**config.mk**
```make
export PLATFORM = sky130hd
export DESIGN_NAME = pipeline_hazard_ctrl
export DESIGN_NICKNAME = d
export VERILOG_FILES = /design/src/rtl/lc3b_types.sv /design/src/rtl/reg_pending_scoreboard.sv /design/src/rtl/pipeline_hazard_ctrl.sv
export SDC_FILE = /design/constraint.sdc
export NUM_CORES = 1
export LEC_CHECK = 0
export ABC_CLOCK_PERIOD_IN_PS = 3200
export CAP_MARGIN = 15
export CORE_MARGIN = 3
export CORE_UTILIZATION = 35
export DETAILED_ROUTE_END_ITERATION = 8
export HOLD_SLACK_MARGIN = 0.05
export PLACE_DENSITY = 0.67
export SETUP_SLACK_MARGIN = 0.5
export SLEW_MARGIN = 20
export SYNTH_ARGS = -nofsm -noshare
export SYNTH_HDL_FRONTEND = slang
export SYNTH_SLANG_ARGS = --single-unit
```
**constraint.sdc**
```tcl
create_clock -name clk -period 3.2 [get_ports clk]
set_input_delay 0.96 -clock clk [delete_from_list [all_inputs] [get_ports clk]]
set_output_delay 0.96 -clock clk [all_outputs]
set_load 0.02 [all_outputs]
```
**src/rtl/lc3b_types.sv**
```systemverilog
// Shared LC-3b pipeline types: memory handshake states and pipeline-wide constants.
package lc3b_types;

    localparam int LC3B_NUM_REGS    = 8;
    localparam int LC3B_MAX_PENDING = 3;

    typedef enum logic [1:0] {
        MEM_IDLE = 2'd0,
        MEM_ACC1 = 2'd1,
        MEM_ACC2 = 2'd2
    } hz_mem_state_e;

endpackage

```
**src/rtl/reg_pending_scoreboard.sv**
```systemverilog
// Per-register pending-write counters with issue/retire ports and sticky underflow flag.
// Optional macro: WB_BYPASS_EN (a register whose last pending write retires this
// cycle is reported as not pending, relying on the write-through register file).
module reg_pending_scoreboard
    import lc3b_types::*;
#(
    parameter int NUM_REGS    = LC3B_NUM_REGS,
    parameter int REG_IDX_W   = 3,
    parameter int MAX_PENDING = LC3B_MAX_PENDING
) (
    input  logic                 clk,
    input  logic                 rst_n,
    input  logic                 issue,
    input  logic [REG_IDX_W-1:0] issue_idx,
    input  logic                 retire,
    input  logic [REG_IDX_W-1:0] retire_idx,
    output logic [NUM_REGS-1:0]  pending,
    output logic [NUM_REGS-1:0]  at_limit,
    output logic                 err_underflow
);

    localparam int CNT_W = $clog2(MAX_PENDING + 1);
    localparam logic [CNT_W-1:0] CNT_MAX = CNT_W'(MAX_PENDING);

    logic [CNT_W-1:0] cnt_q [NUM_REGS];
    logic [CNT_W-1:0] cnt_d [NUM_REGS];
    logic             err_underflow_q;
    logic             err_underflow_d;
    logic             inc;
    logic             dec;

    // Pending and at-limit flags seen by the decode stage
    always_comb begin
        pending  = '0;
        at_limit = '0;
        for (int unsigned i = 0; i < NUM_REGS; i++) begin
            pending[i] = (cnt_q[i] != '0);
`ifdef WB_BYPASS_EN
            if (cnt_q[i] == CNT_W'(1) && retire && retire_idx == REG_IDX_W'(i)) begin
                pending[i] = 1'b0;
            end
`endif
            at_limit[i] = (cnt_q[i] == CNT_MAX);
        end
    end

    // Counter next-state: matching issue and retire cancel, retire at zero flags underflow
    always_comb begin
        err_underflow_d = err_underflow_q;
        inc             = 1'b0;
        dec             = 1'b0;
        for (int unsigned i = 0; i < NUM_REGS; i++) begin
            cnt_d[i] = cnt_q[i];
            inc      = issue  && (issue_idx  == REG_IDX_W'(i));
            dec      = retire && (retire_idx == REG_IDX_W'(i));
            if (dec && !inc) begin
                if (cnt_q[i] == '0) begin
                    err_underflow_d = 1'b1;
                end else begin
                    cnt_d[i] = cnt_q[i] - CNT_W'(1);
                end
            end else if (inc && !dec && cnt_q[i] != CNT_MAX) begin
                cnt_d[i] = cnt_q[i] + CNT_W'(1);
            end
        end
    end

    // Counter and error flag registers
    always_ff @(posedge clk or negedge rst_n) begin
        if (!rst_n) begin
            for (int unsigned i = 0; i < NUM_REGS; i++) begin
                cnt_q[i] <= '0;
            end
            err_underflow_q <= 1'b0;
        end else begin
            cnt_q           <= cnt_d;
            err_underflow_q <= err_underflow_d;
        end
    end

    assign err_underflow = err_underflow_q;

endmodule

```
**src/rtl/pipeline_hazard_ctrl.sv**
```systemverilog
// LC-3b hazard/stall controller: data-memory handshake FSM, stage enables,
// decode NOP insert and fetch request, around the pending-write scoreboard.
// Optional macro: WB_BYPASS_EN (passed through to reg_pending_scoreboard).
module pipeline_hazard_ctrl
    import lc3b_types::*;
#(
    parameter int NUM_REGS    = LC3B_NUM_REGS,
    parameter int REG_IDX_W   = 3,
    parameter int MAX_PENDING = LC3B_MAX_PENDING
) (
    input  logic                 clk,
    input  logic                 rst_n,
    input  logic                 dec_valid,
    input  logic                 dec_uses_sr1,
    input  logic [REG_IDX_W-1:0] dec_sr1,
    input  logic                 dec_uses_sr2,
    input  logic [REG_IDX_W-1:0] dec_sr2,
    input  logic                 dec_uses_dest,
    input  logic [REG_IDX_W-1:0] dec_dest,
    input  logic                 wb_valid,
    input  logic                 wb_uses_dest,
    input  logic [REG_IDX_W-1:0] wb_dest,
    input  logic                 imem_resp,
    input  logic                 dmem_read,
    input  logic                 dmem_write,
    input  logic                 dmem_multi,
    input  logic                 dmem_resp,
    output logic                 imem_read,
    output logic                 load_pc,
    output logic                 load_de,
    output logic                 load_ex,
    output logic                 load_mem,
    output logic                 load_wb,
    output logic                 insert_nop,
    output logic                 hazard_stall,
    output logic                 err_underflow
);

    hz_mem_state_e        state_q;
    hz_mem_state_e        state_d;
    logic                 imem_read_q;
    logic                 imem_read_d;
    logic                 mem_req;
    logic                 mem_done;
    logic                 memory_stall;
    logic                 load_register;
    logic                 data_hazard;
    logic                 limit_hazard;
    logic                 issue;
    logic                 retire;
    logic [NUM_REGS-1:0]  pending;
    logic [NUM_REGS-1:0]  at_limit;

    reg_pending_scoreboard #(
        .NUM_REGS    (NUM_REGS),
        .REG_IDX_W   (REG_IDX_W),
        .MAX_PENDING (MAX_PENDING)
    ) u_scoreboard (
        .clk           (clk),
        .rst_n         (rst_n),
        .issue         (issue),
        .issue_idx     (dec_dest),
        .retire        (retire),
        .retire_idx    (wb_dest),
        .pending       (pending),
        .at_limit      (at_limit),
        .err_underflow (err_underflow)
    );

    // Data-memory handshake next state and final-access detection
    always_comb begin
        state_d  = state_q;
        mem_done = 1'b0;
        case (state_q)
            MEM_IDLE: begin
                if (mem_req) state_d = MEM_ACC1;
            end
            MEM_ACC1: begin
                if (dmem_resp) begin
                    if (dmem_multi) begin
                        state_d = MEM_ACC2;
                    end else begin
                        state_d  = MEM_IDLE;
                        mem_done = 1'b1;
                    end
                end
            end
            MEM_ACC2: begin
                if (dmem_resp) begin
                    state_d  = MEM_IDLE;
                    mem_done = 1'b1;
                end
            end
            default: state_d = MEM_IDLE;
        endcase
    end

    // Memory stall, global advance, retire strobe and fetch-request next value.
    // Retire is kept apart from the hazard logic: with the bypass, pending depends on it.
    always_comb begin
        mem_req       = dmem_read | dmem_write;
        memory_stall  = mem_req & ~mem_done;
        load_register = imem_resp & ~memory_stall;
        retire        = rst_n & load_register & wb_valid & wb_uses_dest;
        if (imem_resp) begin
            imem_read_d = 1'b0;
        end else if (load_register) begin
            imem_read_d = 1'b1;
        end else begin
            imem_read_d = imem_read_q;
        end
    end

    // Hazard detection and stage enables, all enables held low during reset
    always_comb begin
        data_hazard  = (dec_uses_sr1 & pending[dec_sr1]) | (dec_uses_sr2 & pending[dec_sr2]);
        limit_hazard = dec_uses_dest & at_limit[dec_dest];
        hazard_stall = dec_valid & (data_hazard | limit_hazard);
        load_pc      = rst_n & load_register & ~hazard_stall;
        load_de      = load_pc;
        load_ex      = rst_n & load_register;
        load_mem     = load_ex;
        load_wb      = load_ex;
        insert_nop   = rst_n & hazard_stall;
    end

    // Issue strobe into the scoreboard
    always_comb begin
        issue = load_pc & dec_valid & dec_uses_dest;
    end

    // FSM state and fetch-request registers
    always_ff @(posedge clk or negedge rst_n) begin
        if (!rst_n) begin
            state_q     <= MEM_IDLE;
            imem_read_q <= 1'b1;
        end else begin
            state_q     <= state_d;
            imem_read_q <= imem_read_d;
        end
    end

    assign imem_read = imem_read_q;

endmodule
```
==> metrics.txt <==
reg2reg start=state_q[0]$_DFFE_PN0P_; CP Class=primary input to output pin; Setup violations, final=2; IO buf count=33; DP Area=0.002497 mm2; synthesized area per cell=8.136 um2; GPL Wtd Cong=0.8668; die area=0.005730 mm2; Post-Layout Inst Area=0.002942 mm2; GRT Resource Usage Total=20.84%; Fillers=364; Core ar.=0.004534 mm2; initial core utilization=37.50%; failing checks=setup timing; slowest stage delay, CP=0.26 ns; unique cell type count in the Yosys netlist=56; placed instance count=347; CP Capture Type=output pin; crit path cell chain=buf_6 > buf_8 > a211oi_4 > a2111oi_4 > a22oi_2 > nand3_4 > and2_4 > a21oi_4 > buf_6; Final min period=3.205 ns; PD cells=340.7 mW/mm2; Die W=75.70 um; startpoint types=primary input; VDD IR max=0.0002903 V; Die Y=75.70 um; worst setup margin=-0.005055 ns; most used cell, CP=buf_6; CTS tree=built; period utilisation layout=100.2%; Clock Sinks=20; WHS Path Cells=1; # diodes=0; final WL=5992 um; nets@finish=336; Arr. time, crit path=2.25 ns; CP delay by family, top=compound AO/OA/AOI/OAI gates; prevailing post-synth register cell=dfrtp_1; CTS Root Cell=clkbuf_8; final HPWL from detailed placement=4089 um; CP bufs+invs=3; Clock Tree Buf Depth=2; Final Non-Filler Cells=372; vias=2030; count leader, synth=nor2_1; DR DRC count=0; vias in the first global route=2052; post-synth top area cell=dfrtp_1; worst reg2reg path depth=10; Synth area leaders=dfrtp_1, nor2_1, o21a_1; initial antenna violation count=0; slew margin rel.=73.22%; Max Fclk=312.0 MHz; synthesis-stage register bit count=20; critical path peak fanout=5; H-tree depth=1; Post-Syn Area=0.001700 mm2; Post-synth EDFFs=0; Fin. Hold Viols=0; routed len/inst=16.11 um; CTS Buf Count=3; clock-pin slew on the worst setup and hold paths=0.08 ns; Power, Total=1.002 mW; register area share after synthesis=29.51%; layout cells sized above 1=44.63%; Max stage delay cell, worst path=a211oi_4; initial DRC count=153; Vias/cell=5.457; Hold WS=0.4823 ns; Slew @ Worst Pin=0.3986 ns; synthesis-to-finish area growth=72.99%; grt total ovfl=0; maxcap violations=0; Initial DRT Pass Iterations=4; clock skew=0.0005618 ns; first-pass GRT wire length=9135 um; Synth Instances=209; Post-synth ARST share=100.0%; clk_lat worst skew=0.27 ns; Yosys warnings=0; Post-CTS Hold Buffers=0; status=finished with violations; largest net degree at the start of global routing=17; Critical R2R Capture=u_scoreboard.err_underflow$_DFF_PN0_; Post-DRT Antenna Nets=0; number of cell rows=24; RSZ-0062 raised after global routing=true; final max-slew violation count=0; Hold Path Sink=imem_read$_DFFE_PN1P_; Commonest cells post-synth=nor2_1, dfrtp_1, nand2_1, o21ai_0, inv_1; Synth top area share=27.96%; start point of the worst hold path=imem_read$_DFFE_PN1P_; worst path required time=2.24 ns; HP Class=register to register; Mapped Nets=237; P_leak=1.264 nW; Ports=34; reg2reg setup slack=0.58 ns
## worst max path at each step
stage,startpoint,to,slack [ns],cells after the start
CTS,dec_sr2[1],load_pc,-0.02,8
floorplan,dec_dest[0],load_pc,-0.11,9
finish,dec_dest[0],load_de,-0.005,9
global placement,dec_sr2[1],load_de,-0.94,8
detailed placement,dec_sr2[1],load_pc,-0.97,8
global route,dec_dest[0],load_de,-0.06,9
## logic make-up (layout without fill, tap and decap cells)
family,after synthesis,after routing,synth area share [%]
flops,20,20,29.51
simple gates,94,94,31.13
xor+xnor,1,1,0.5152
buf+inv,20,118,5.298
mux,2,2,1.324
compound gates,69,69,30.02
fa+ha+maj,3,3,2.208
## through the flow
stage	setup slack (ns)	utilization, %	TNS (ns)
3_3_place_gp	-0.9425	55.08	-5.488
4_1_cts	-0.01726	61.59	-0.03397
2_1_floorplan	-0.1111	-	-0.1111
6_report	-0.005055	64.87	-0.009920
5_1_grt	-0.06094	64.87	-0.1677
3_5_place_dp	-0.9729	55.08	-5.840
## report_power, final
group	total, mW	internal (mW)	leakage (nW)	switching, mW
combinational	0.402	0.208	0.989	0.193
clock	0.260	0.167	0.0357	0.0926
sequential	0.341	0.289	0.239	0.0513
total	1.00	0.665	1.26	0.337
## repair_timing
action                                  4_1_cts  5_1_grt
endpoints found under the setup margin       24       23
resized for setup                           122       39
pin swaps                                    17       19
buffers inserted                             16        5
## routing by layer
layer  share of wire, %  routed length [um]  global-route usage (%)  up-vias
li1                   -                   -                       -      976
met5                  0                   0                       0        -
met4                2.5                 149                   6.214        0
met3                5.5                 331                   3.562       14
met2                 49                2928                   35.76       65
met1                 43                2582                   26.79      975
## layout by cell type (no fill, tap or decap), drive strengths merged, types with 3 or more instances in the layout
| cell type | instances |
|---|---|
| clkbuf | 5 |
| nor4b | 3 |
| nor4 | 7 |
| dfrtp | 19 |
| a22oi | 3 |
| a2111oi | 3 |
| nor3b | 4 |
| inv | 12 |
| nand3 | 4 |
| nand2 | 17 |
| nor2b | 7 |
| o21bai | 4 |
| a21oi | 5 |
| nand2b | 4 |
| nor2 | 25 |
| o31a | 3 |
| ha | 3 |
| nor3 | 8 |
| clkdlybuf4s50 | 7 |
| dlygate4sd2 | 5 |
| buf | 85 |
| nand4 | 4 |
| o21ai | 16 |
| o21a | 9 |
| and3 | 3 |
| a211oi | 8 |
| clkdlybuf4s15 | 3 |
## area by class of cell
type / instances / area, um2 / share of cell area (%)
Inverter: 12 / 45.04 / 1.531
Sequential cell: 20 / 501.7 / 17.06
Timing Repair Buffer: 102 / 880.8 / 29.94
Clock buffer: 3 / 41.29 / 1.404
Tap cell: 65 / 81.33 / 2.765
Clock inverter: 1 / 30.03 / 1.021
Multi-Input combinational cell: 169 / 1361 / 46.28
## flip-flops by register name (all words and copies together) (netlist names)
signal and cells:
imem_read 1, u_scoreboard.cnt_q 16, state_q 2, u_scoreboard.err_underflow 1
No activity file was read; power rests on OpenSTA's default activity.
